[config.mk]
export PLATFORM = sky130hd
export DESIGN_NAME = cpu_run_ctrl
export DESIGN_NICKNAME = d
export VERILOG_FILES = /design/src/rtl/cpu_run_ctrl.sv
export SDC_FILE = /design/constraint.sdc
export NUM_CORES = 1
export LEC_CHECK = 0
export ABC_AREA = 1
export BUFFER_PORTS_ARGS = -buffer_cell sky130_fd_sc_hd__buf_2
export CORE_ASPECT_RATIO = 1.75
export CORE_MARGIN = 4
export CORE_UTILIZATION = 45
export CTS_BUF_LIST = sky130_fd_sc_hd__clkbuf_8
export DETAILED_ROUTE_END_ITERATION = 16
export PLACE_DENSITY = 0.81
export SYNTH_ARGS = -nofsm -noshare
export SYNTH_HDL_FRONTEND = slang
export SYNTH_SLANG_ARGS = --single-unit
export TNS_END_PERCENT = 5
[constraint.sdc]
create_clock -name clk -period 1.6 [get_ports clk]
set_input_delay 0.16 -clock clk [delete_from_list [all_inputs] [get_ports clk]]
set_output_delay 0.16 -clock clk [all_outputs]
set_load 0.03 [all_outputs]
[src/rtl/cpu_run_ctrl.sv]
// cpu_run_ctrl: per-hart run/stop controller.
//
// Each hart owns an independent STOP/RUN/STEP state machine that drives its
// stall line. Single-step retires a programmable number of instructions, a
// shared PC breakpoint stops any running or stepping hart, the reason for the
// last stop is kept as a sticky halt cause, and a saturating counter tracks
// the cycles each hart spent unstalled.
//
// Ports:
//   clk, rst        clock, synchronous active-high reset
//   init_cpu_start  per-hart run state loaded while rst is high
//   cpu_start       pulse per hart: enter RUN (from STOP or STEP)
//   quit_cmd        pulse per hart: enter STOP
//   step_cmd        pulse per hart: enter STEP with step_num (from STOP)
//   step_num        shared step count, 0 behaves as 1
//   brk_en, brk_adr shared breakpoint enable / word address
//   retire_valid    per-hart instruction retired this cycle
//   retire_pc       per-hart retired PC, hart h at [h*PC_W +: PC_W]
//   cnt_clr         per-hart run-cycle counter clear
//   stall           1 = hart stopped
//   step_done       1-cycle pulse: step sequence completed
//   brk_hit         1-cycle pulse: breakpoint stop
//   halt_cause      2 bits per hart: 00 none, 01 quit, 10 step, 11 brk
//   run_cnt         per-hart saturating run-cycle count, CNT_W bits each
//
// state | meaning
// ------+-----------------------------------------------------------
// STOP  | hart stalled, waits for cpu_start or step_cmd
// RUN   | hart free running until quit or breakpoint
// STEP  | hart runs until step counter expires, quit or breakpoint

module cpu_run_ctrl #(
  parameter int NUM_HART = 2,
  parameter int PC_W     = 30,
  parameter int STEP_W   = 16,
  parameter int CNT_W    = 32
) (
  input  logic                       clk,
  input  logic                       rst,
  input  logic [NUM_HART-1:0]        init_cpu_start,
  input  logic [NUM_HART-1:0]        cpu_start,
  input  logic [NUM_HART-1:0]        quit_cmd,
  input  logic [NUM_HART-1:0]        step_cmd,
  input  logic [STEP_W-1:0]          step_num,
  input  logic                       brk_en,
  input  logic [PC_W-1:0]            brk_adr,
  input  logic [NUM_HART-1:0]        retire_valid,
  input  logic [NUM_HART*PC_W-1:0]   retire_pc,
  input  logic [NUM_HART-1:0]        cnt_clr,
  output logic [NUM_HART-1:0]        stall,
  output logic [NUM_HART-1:0]        step_done,
  output logic [NUM_HART-1:0]        brk_hit,
  output logic [2*NUM_HART-1:0]      halt_cause,
  output logic [NUM_HART*CNT_W-1:0]  run_cnt
);

  localparam logic [1:0] ST_STOP = 2'd0;
  localparam logic [1:0] ST_RUN  = 2'd1;
  localparam logic [1:0] ST_STEP = 2'd2;

  localparam logic [1:0] CAUSE_NONE = 2'b00;
  localparam logic [1:0] CAUSE_QUIT = 2'b01;
  localparam logic [1:0] CAUSE_STEP = 2'b10;
  localparam logic [1:0] CAUSE_BRK  = 2'b11;

  // Zero step count is treated as a single step.
  logic [STEP_W-1:0] step_load;
  assign step_load = (step_num == '0) ? STEP_W'(1) : step_num;

  for (genvar g = 0; g < NUM_HART; g++) begin : g_hart
    logic [1:0]        state_q, state_d;
    logic [STEP_W-1:0] scnt_q, scnt_d;
    logic [1:0]        cause_q, cause_d;
    logic              done_q, done_d;
    logic              brk_q, brk_d;
    logic [CNT_W-1:0]  rcnt_q, rcnt_d;
    logic              active;
    logic              brk_match;
    logic              step_last;

    assign active    = (state_q != ST_STOP);
    // Retires while stopped never count as a breakpoint.
    assign brk_match = active && brk_en && retire_valid[g] &&
                       (retire_pc[g*PC_W +: PC_W] == brk_adr);
    assign step_last = (state_q == ST_STEP) && retire_valid[g] &&
                       (scnt_q == STEP_W'(1));

    always_comb begin
      state_d = state_q;
      scnt_d  = scnt_q;
      cause_d = cause_q;
      done_d  = 1'b0;
      brk_d   = 1'b0;
      if (quit_cmd[g]) begin
        state_d = ST_STOP;
        scnt_d  = '0;
        if (active) cause_d = CAUSE_QUIT;
      end else if (brk_match) begin
        // Breakpoint outranks a coincident final step retire.
        state_d = ST_STOP;
        scnt_d  = '0;
        cause_d = CAUSE_BRK;
        brk_d   = 1'b1;
      end else if (step_last) begin
        state_d = ST_STOP;
        scnt_d  = '0;
        cause_d = CAUSE_STEP;
        done_d  = 1'b1;
      end else if (step_cmd[g] && (state_q == ST_STOP)) begin
        state_d = ST_STEP;
        scnt_d  = step_load;
      end else if (cpu_start[g] && (state_q != ST_RUN)) begin
        state_d = ST_RUN;
        scnt_d  = '0;
        cause_d = CAUSE_NONE;
      end else if ((state_q == ST_STEP) && retire_valid[g]) begin
        scnt_d  = scnt_q - STEP_W'(1);
      end
    end

    always_comb begin
      rcnt_d = rcnt_q;
      if (cnt_clr[g]) rcnt_d = '0;
      else if (active && (rcnt_q != '1)) rcnt_d = rcnt_q + CNT_W'(1);
    end

    always_ff @(posedge clk) begin
      if (rst) begin
        state_q <= init_cpu_start[g] ? ST_RUN : ST_STOP;
        scnt_q  <= '0;
        cause_q <= CAUSE_NONE;
        done_q  <= 1'b0;
        brk_q   <= 1'b0;
        rcnt_q  <= '0;
      end else begin
        state_q <= state_d;
        scnt_q  <= scnt_d;
        cause_q <= cause_d;
        done_q  <= done_d;
        brk_q   <= brk_d;
        rcnt_q  <= rcnt_d;
      end
    end

    assign stall[g]                   = (state_q == ST_STOP);
    assign step_done[g]               = done_q;
    assign brk_hit[g]                 = brk_q;
    assign halt_cause[2*g +: 2]       = cause_q;
    assign run_cnt[g*CNT_W +: CNT_W]  = rcnt_q;
  end

endmodule

[Word level (Yosys, flattened, before mapping)]
Index checks and enable logic that the tools add are counted.
Operators by class
  add/sub/neg operators: 4
  equal/unequal tests: 14
  multiplexer cells: 37
  reduce and logical (&&, ||, !) cells: 37
Operator list (number)
  $mux W16: 7
  $add A32 B1 Y32 const B: 2
  $ne A32 B32 Y1 const B: 2
  $eq A30 B30 Y1: 2
  $mux W2: 24
  $eq A16 B1 Y1 const B: 2
  $sub A16 B1 Y16 const B: 2
  $logic_and A1 B1 Y1: 16
  $logic_not A16 Y1: 1
  $reduce_bool A6 Y1: 2
  $ne A2 B1 Y1 const B: 4
  $ne A4 B4 Y1 const B: 2
  $reduce_bool A4 Y1: 2
  $reduce_or A2 Y1: 4
  $reduce_or A4 Y1: 2
  $mux W1: 6
  $reduce_and A3 Y1: 2
  $reduce_bool A3 Y1: 2
  $reduce_or A3 Y1: 2
  $eq A2 B2 Y1 const B: 2
  $logic_not A2 Y1: 2
  $reduce_bool A2 Y1: 2
Storage, ports and cells
  flip-flop bits (word level): 108
  output and inout port bits: 74
  word-level logic and storage cells: 104

[Longest topological paths before layout]
Gate-level depths: netlist of the first run.
  depth after elaboration: 8
  gate-level depth with buffers: 13
  depth with buffers taken out: 13

[Worst setup path before layout of the first run]
No wires, ideal clock.
  kind: register to register
  from: register g_hart[1].rcnt_q[1]
  to: register g_hart[1].rcnt_q[20]
  setup time: 0.128 ns
  arrival time: 1.864 ns
  required time: 1.472 ns
  path slack: -0.391 ns
  stages on the path, launching flop included: 12
  buffers on the path: 1
  path through: dfxtp_1 -> ha_1 -> nand2_2 -> nor3_4 -> nand2_2 -> nor2_4 -> nand2_2 -> nand2_4 -> buf_6 -> nor2_1 -> o21ai_1 -> nor2_1
On the way
  longest elaborated chain between the ends: 2
  elaborated cells on any way between the ends: 3
Ends and longest elaborated chain
  start: declaration: line 76  | logic [CNT_W-1:0] rcnt_q, rcnt_d;
  start signal: assignment: line 141  | rcnt_q <= rcnt_d;
  parallel branches: the longest is 2 deep, another holds $add A32 B1 Y32
Several ways; the timed one is not identified.
A chain may end at the register's enable or synchronous reset.

[Worst setup path after layout of the first run]
  from: register g_hart[0].rcnt_q[0]
  to: register g_hart[0].rcnt_q[28]
On the way
  longest elaborated chain between the ends: 2
  elaborated cells on any way between the ends: 3
Ends and longest elaborated chain (line)
  start: declaration: 76
  start signal: assignment: 141
  parallel branches: the longest is 2 deep, another holds $add A32 B1 Y32
Several ways; the timed one is not identified.

==> results of run 1 <==
[tightest hold or removal path, cell delays in order]
cell     delay [ps]
buf_2            70
nand2_1          30
o21ai_0          60
[cell type report]
cell class	instances	area share, %
tap	224	2.65
timing repair buffer	366	22.1
inverter	152	5.62
multi-input combinational	934	46.7
sequential	108	21.2
clock buffer	10	1.30
clock inverter	6	0.438
[metrics by stage]
stage	std cells	hold WS (ps)	worst slack, ps	setup TNS [ps]
after floorplan	1222	347	-139	-6290
after global placement	1781	438	-102	-2170
after global routing	1800	77.8	-237	-10880
after CTS	1798	38.1	-75.2	-989
after detailed placement	1781	445	-151	-4460
final	1800	66.6	-94.0	-1850
[kinds of logic (layout without fill, tap and decap cells)]
| kind of cell | Yosys count | in the layout | share of synthesized area [%] |
|---|---|---|---|
| flip-flops | 108 | 108 | 29.0 |
| XOR/XNOR | 81 | 81 | 9.33 |
| AND/OR/NAND/NOR | 675 | 675 | 38.0 |
| AO/OA/AOI/OAI | 172 | 172 | 12.8 |
| adder cells (fa/ha/maj) | 6 | 6 | 0.988 |
| buffers and inverters | 180 | 534 | 9.94 |
[sequential cells by signal (all words and copies together) (netlist names)]
register,cells
g_hart.done_q,2
g_hart.state_q,4
g_hart.brk_q,2
g_hart.scnt_q,32
g_hart.rcnt_q,64
g_hart.cause_q,4
[repair_timing]
item / 4_1_cts / 5_1_grt
endpoints found under the hold margin: 0 / 0
gates resized for setup: 35 / 62
pin swaps: 6 / 17
endpoints found under the setup margin: 90 / 107
buffers inserted: 1 / 1
gates cloned: 0 / 1
[power by group through the flow]
stage / clock [W] / combinational (W) / sequential, W
finish: 0.00166 / 0.00228 / 0.00286
global route: 0.00182 / 0.00251 / 0.00287
CTS: 0.00171 / 0.00217 / 0.00285
detailed placement: 0 / 0.00213 / 0.00291
global placement: 0 / 0.00209 / 0.00291
floorplan: 0 / 0.00124 / 0.00294
[cells in the final DEF (no fill, tap or decap), types with 4 or more instances in the layout]
cell	Yosys	layout
buf_2	8	194
xnor2_1	59	59
dfxtp_1	104	83
nor3_2	4	12
nor2_4	4	12
nand3_1	48	43
inv_2	12	13
nor4_1	7	7
nor2_2	6	23
dfxtp_2	0	17
buf_4	6	164
dfxtp_4	0	4
a21oi_2	1	4
nor3_1	34	24
inv_1	139	134
xor2_1	22	22
nand3b_1	4	4
o22ai_1	12	12
ha_1	6	4
o211ai_1	6	6
a31oi_1	4	4
nand3_2	3	6
nand4_1	29	29
clkbuf_8	0	10
o221ai_1	4	4
nand2_2	5	13
nand2_1	344	335
o21ai_0	44	36
nor2_1	179	154
a21oi_1	74	71
edfxtp_1	4	4
o21ai_1	10	17
[metal layers]
metal,GRT usage (%),up-vias
met1,26.1,4196
met4,15.5,0
met5,0,-
met3,4.34,123
li1,-,4632
met2,50.4,353
[worst paths after layout]
| check | to | slack (ps) | depth (start not counted) |
|---|---|---|---|
| max reg2reg | g_hart[0].rcnt_q[28]$_SDFFE_PP0P_ | -90 | 11 |
| min reg2reg | g_hart[1].cause_q[1]$_SDFFE_PP0P_ | 480 | 2 |
| min | g_hart[0].state_q[0]$_DFFE_PP_ | 70 | 3 |
| max | g_hart[0].rcnt_q[28]$_SDFFE_PP0P_ | -90 | 11 |
==> reports/metrics.yaml, run 1 <==
htreeDepth: 3
port_buffers: 194
hp-start: "init_cpu_start[0]"
peakVddDrop_mv: 0.477
fin_area_mm2: 0.0106
crit_fanout: 5
min_path_type: "in -> reg"
wl_met1_um: 9120
drive_gt1_share_pct: 32.0
fmax_ghz: 0.590
fp.coreArea_mm2: 0.0165
cts.clk_slew.worst_paths_ps: 120
cts-root-buf: "clkbuf_8"
initial_utilization_pct: 46.0
synth_seq_cells: 108
gp_congestion: 0.951
synth_top_area_share_pct: 27.4
synth-main-ff-cell: "dfxtp_1"
clock_power_share_pct: 24.4
layout_setup_ws_ps: -94.0
drt_iter0_markers: 358
p_seq_share_pct: 42.1
cp-startpoint: "g_hart[0].rcnt_q[0]$_SDFFE_PP0P_"
final_util_pct: 63.9
antenna_found_initial: 0
clock_latency_ps: 380
hold_violations: 0
synth_warnings: 0
fill_cells: 1525
end_kind: "register"
grt_pass1_wl_um: 41600
swShare_pct: 35.8
crit_path_start_kind: "register"
route.vias.total: 9304
switchingPower_w: 0.00244
max_cap_violations: 0
synth_area_per_cell_um2: 6.22
top_layer: "met4"
area_growth_pct: 38.9
overflow: 0
place_area_mm2: 0.0100
slew_headroom_pct: 49.8
drt-total-wl_um: 25900
die_width_um: 106
leakage_nw: 4.82
rsz0062_at_grt: "yes"
vias_per_cell: 5.17
synth.distinct_cells: 46
cp_num_buf_inv: 2
yosysMostFrequentCell: "nand2_1"
outcome: "finished with violations"
fp.dieH_um: 180
multi_input_area_mm2: 0.00493
crit_arrival_ps: 2010
dp_hpwl_um: 20900
cts.sinks: 108
worst_path_largest_cell_delay_ps: 390
cts_buffers: 9
ioPinCount: 195
syn_area_mm2: 0.00760
setup_viol: 47
r2r-start: "g_hart[0].rcnt_q[0]$_SDFFE_PP0P_"
clk_path_buf_depth: 2
layout_min_cycle_time_ps: 1690
slew_violations: 0
remaining_drc_errors: 0
ys_seq_area_share_pct: 29.0
antenna_left: 0
num_antenna_cells: 0
synth_fp_nets: 1349
crit_family: "simple AND/OR/NAND/NOR gates"
fin_crit_sh_pct: 106
grt_max_degree: 30
firstDrtPassIters: 6
p_int_w: 0.00437
skew_ps: 31.6
synthArstFlopShare_pct: 0
cts_hold_buf: 0
critPathSlowestCell: "dfxtp_4"
synth_edf_count: 4
violations: "setup timing"
yosys-top-cells-count: "nand2_1, nor2_1, inv_1"
std_cell_rows: 62
powerDensity_mw_per_mm2: 644
grt_pass1_vias: 9299
die_area_mm2: 0.0191
nets: 1698
required_ps: 1910
avgRoutedWirePerCell_um: 14.4
power_w: 0.00680
crit_chain: "ha_4 -> nand3_4 -> nor2_4 -> nand3_4 -> nor2_4 -> nand2_2 -> nand2_4 -> buf_4 -> clkbuf_16 -> nand2_1 -> a21oi_2"
track_usage_pct: 26.4
pwr-share-comb_pct: 33.5
synthCells: 1222
path_class: "reg -> reg"
synth_area_leaders: "dfxtp_1, nand2_1, nor2_1, inv_1, xnor2_1"
met3_length_um: 1360
seq_area_mm2: 0.00224
route.met2.wl_um: 13900
synth_top_area_cell: "dfxtp_1"
max_slew.worst_pin.slew_ps: 753
cts_tree: "yes"
No activity file was read; power rests on OpenSTA's default activity.
==> run 2, diff against run 1 <==
--- a/config.mk
+++ b/config.mk
@@ -7,12 +7,13 @@
 export LEC_CHECK = 0
 export ABC_AREA = 1
 export BUFFER_PORTS_ARGS = -buffer_cell sky130_fd_sc_hd__buf_2
-export CORE_ASPECT_RATIO = 1.75
+export CORE_ASPECT_RATIO = 1.1
 export CORE_MARGIN = 4
 export CORE_UTILIZATION = 45
 export CTS_BUF_LIST = sky130_fd_sc_hd__clkbuf_8
 export DETAILED_ROUTE_END_ITERATION = 16
-export PLACE_DENSITY = 0.81
+export PLACE_DENSITY_LB_ADDON = 0.12
+export SETUP_SLACK_MARGIN = 0.05
 export SYNTH_ARGS = -nofsm -noshare
 export SYNTH_HDL_FRONTEND = slang
 export SYNTH_SLANG_ARGS = --single-unit
==> run 2 against run 1 <==
The run still ends with setup timing left. Global-route usage fell by 1.6 points. First-iteration DRC count grew 47%. Clock-buffer cell count is 1 lower. Sequential power about the same. Clock power rose by 16%. Via count fell by 1.0%. Critical path type unchanged. Largest power group unchanged.
==> reports/metrics.yaml, run 2 (same netlist as run 1, synthesis figures left out) <==
htreeDepth: 3  # unchanged
leakage_nw: 5.02  # +4.1%
dp_hpwl_um: 19500  # -6.3%
top_register: "g_hart.rcnt_q"
crit_chain: "ha_4 -> nand3_4 -> nor2_4 -> nand3_4 -> nor2_4 -> nand2_4 -> nand2_8 -> buf_12 -> nor2_4 -> xnor2_2 -> nor2_1"
grt_pass1_vias: 8533  # -8.2%
avgRoutedWirePerCell_um: 14.1  # -2.4%
drive_gt1_share_pct: 34.8  # +2.9 points
stdcell_count: 1795  # -0.28%
setup_viol: 37  # -21%
cts_tree: "yes"
overflow: 0  # unchanged
powerDensity_mw_per_mm2: 653  # +1.4%
crit_family: "simple AND/OR/NAND/NOR gates"
pwr-share-comb_pct: 32.7  # -0.8 points
antenna_found_initial: 1  # +1
std_cell_rows: 49  # -21%
slew_violations: 0  # unchanged
crit_arrival_ps: 1970  # -40 ps
area_growth_pct: 43.0
final_util_pct: 65.9  # +2.0 points
peakVddDrop_mv: 0.495  # +3.7%
p_seq_share_pct: 40.3  # -1.8 points
max_slew.worst_pin.slew_ps: 558  # -195 ps
largest_reg_flops: 64  # unchanged
outcome: "finished with violations"
cts_buffers: 9  # unchanged
max_cap_violations: 0  # unchanged
clock_power_share_pct: 27.0  # +2.6 points
drt_iter0_markers: 525  # +47%
swShare_pct: 34.3  # -1.5 points
nets: 1712  # +0.82%
slew_headroom_pct: 62.7  # +13 points
min_path_type: "in -> reg"
gp_congestion: 0.897  # -5.6%
fp.coreArea_mm2: 0.0165  # -0.19%
vias_per_cell: 5.13  # -0.73%
die_area_mm2: 0.0190  # -0.42%
top_regs: "g_hart.rcnt_q: 64 flops, g_hart.scnt_q: 32 flops"
fp.dieH_um: 144  # -20%
ioPinCount: 195  # unchanged
switchingPower_w: 0.00244  # about the same
required_ps: 1880  # -30 ps
cts-root-buf: "clkbuf_8"
grt_max_degree: 30  # unchanged
final_common_cell: "nand2_1"
worst_path_largest_cell_delay_ps: 380  # about the same
cts.sinks: 108  # unchanged
cp_common_cell: "nor2_4"
antenna_left: 0  # unchanged
cts_hold_buf: 0  # unchanged
path_class: "reg -> reg"
fmax_ghz: 0.590  # about the same
grt_pass1_wl_um: 39400  # -5.4%
skew_ps: 17.6  # -13.9 ps
clk_path_buf_depth: 2  # unchanged
end_kind: "register"
die_width_um: 132  # +24%
route.vias.total: 9210  # -1.0%
p_int_w: 0.00466  # +6.8%
firstDrtPassIters: 5  # -1
cp_num_buf_inv: 1  # -1
layout_setup_ws_ps: -93.6  # +0.399 ps
violations: "setup timing"
drt-total-wl_um: 25200  # -2.7%
critPathSlowestCell: "dfxtp_4"
fin_crit_sh_pct: 106  # about the same
initial_utilization_pct: 46.1  # +0.087 points
crit_path_start_kind: "register"
reg2reg_slack_ps: -90  # about the same
rsz0062_at_grt: "yes"
crit_fanout: 8  # +3
layout_min_cycle_time_ps: 1690  # -0.399 ps
port_buffers: 194  # unchanged
layout.cells.most_common_list: "nand2_1, buf_2, buf_4"
track_usage_pct: 24.9  # -1.6 points
cts.clk_slew.worst_paths_ps: 110  # about the same
clock_latency_ps: 400  # +20 ps
placed_cells: 1760  # -1.2%
remaining_drc_errors: 0  # unchanged
hold_violations: 0  # unchanged
## run 2: metrics by stage
| step | area, um^2 | hold slack, ps | total power, W | worst slack, ps | setup TNS [ps] |
|---|---|---|---|---|---|
| finish | 10900 | 65.3 | 0.00710 | -93.6 | -1130 |
| global route | 10900 | 73.5 | 0.00750 | -192 | -8150 |
| CTS | 10400 | 43.8 | 0.00697 | -52.2 | -295 |
| detailed placement | 10000 | 461 | 0.00499 | -150 | -2750 |
| global placement | 10000 | 449 | 0.00497 | -97.8 | -1080 |
| floorplan | 7650 | 347 | 0.00418 | -139 | -6290 |
## run 2: power by group through the flow
stage	Sequential (W)	Combinational (W)	Clock, W
3_3_place_gp	0.00291	0.00206	0
2_1_floorplan	0.00294	0.00124	0
4_1_cts	0.00286	0.00214	0.00197
3_5_place_dp	0.00291	0.00208	0
5_1_grt	0.00287	0.00256	0.00207
6_report	0.00286	0.00232	0.00192
## run 2: area by class of cell
cell class	count	area, um^2
Fill cell	1588	5620
Multi-Input combinational cell	935	5080
Timing Repair Buffer	377	2460
Sequential cell	108	2240
Inverter	152	594
Tap cell	204	255
Clock buffer	9	124
Clock inverter	7	98.8
Timing Repair inverter	2	20.0
Antenna cell	1	2.50
## run 2: repair_timing
item,4_1_cts,5_1_grt
resized for setup,58,87
endpoints found under the setup margin,99,106
buffers inserted,5,8
pin swaps,24,28
cloned,0,5
## run 2: final timing paths
check	startpoint	end	cells after the start
worst max-delay path	g_hart[0].rcnt_q[0]$_SDFFE_PP0P_	g_hart[0].rcnt_q[22]$_SDFFE_PP0P_	11
worst min-delay path	init_cpu_start[0]	g_hart[0].state_q[0]$_DFFE_PP_	3
worst min register to register	g_hart[1].cause_q[1]$_SDFFE_PP0P_	g_hart[1].cause_q[1]$_SDFFE_PP0P_	2
worst max register to register	g_hart[0].rcnt_q[0]$_SDFFE_PP0P_	g_hart[0].rcnt_q[22]$_SDFFE_PP0P_	11
## run 2: tightest hold or removal path, delay by kind of cell
family,cells,cell delay [ps]
AO/OA/AOI/OAI,1,70
buffers and inverters,1,80
AND/OR/NAND/NOR,1,40
## run 2: per-layer routing
layer | up-vias | share of wire [%] | global-route usage [%]
met5 | - | 0 | 0
met2 | 265 | 50 | 45.6
li1 | 4656 | - | -
met4 | 0 | 1.8 | 7.08
met1 | 4251 | 42 | 30.1
met3 | 38 | 6.1 | 4.14
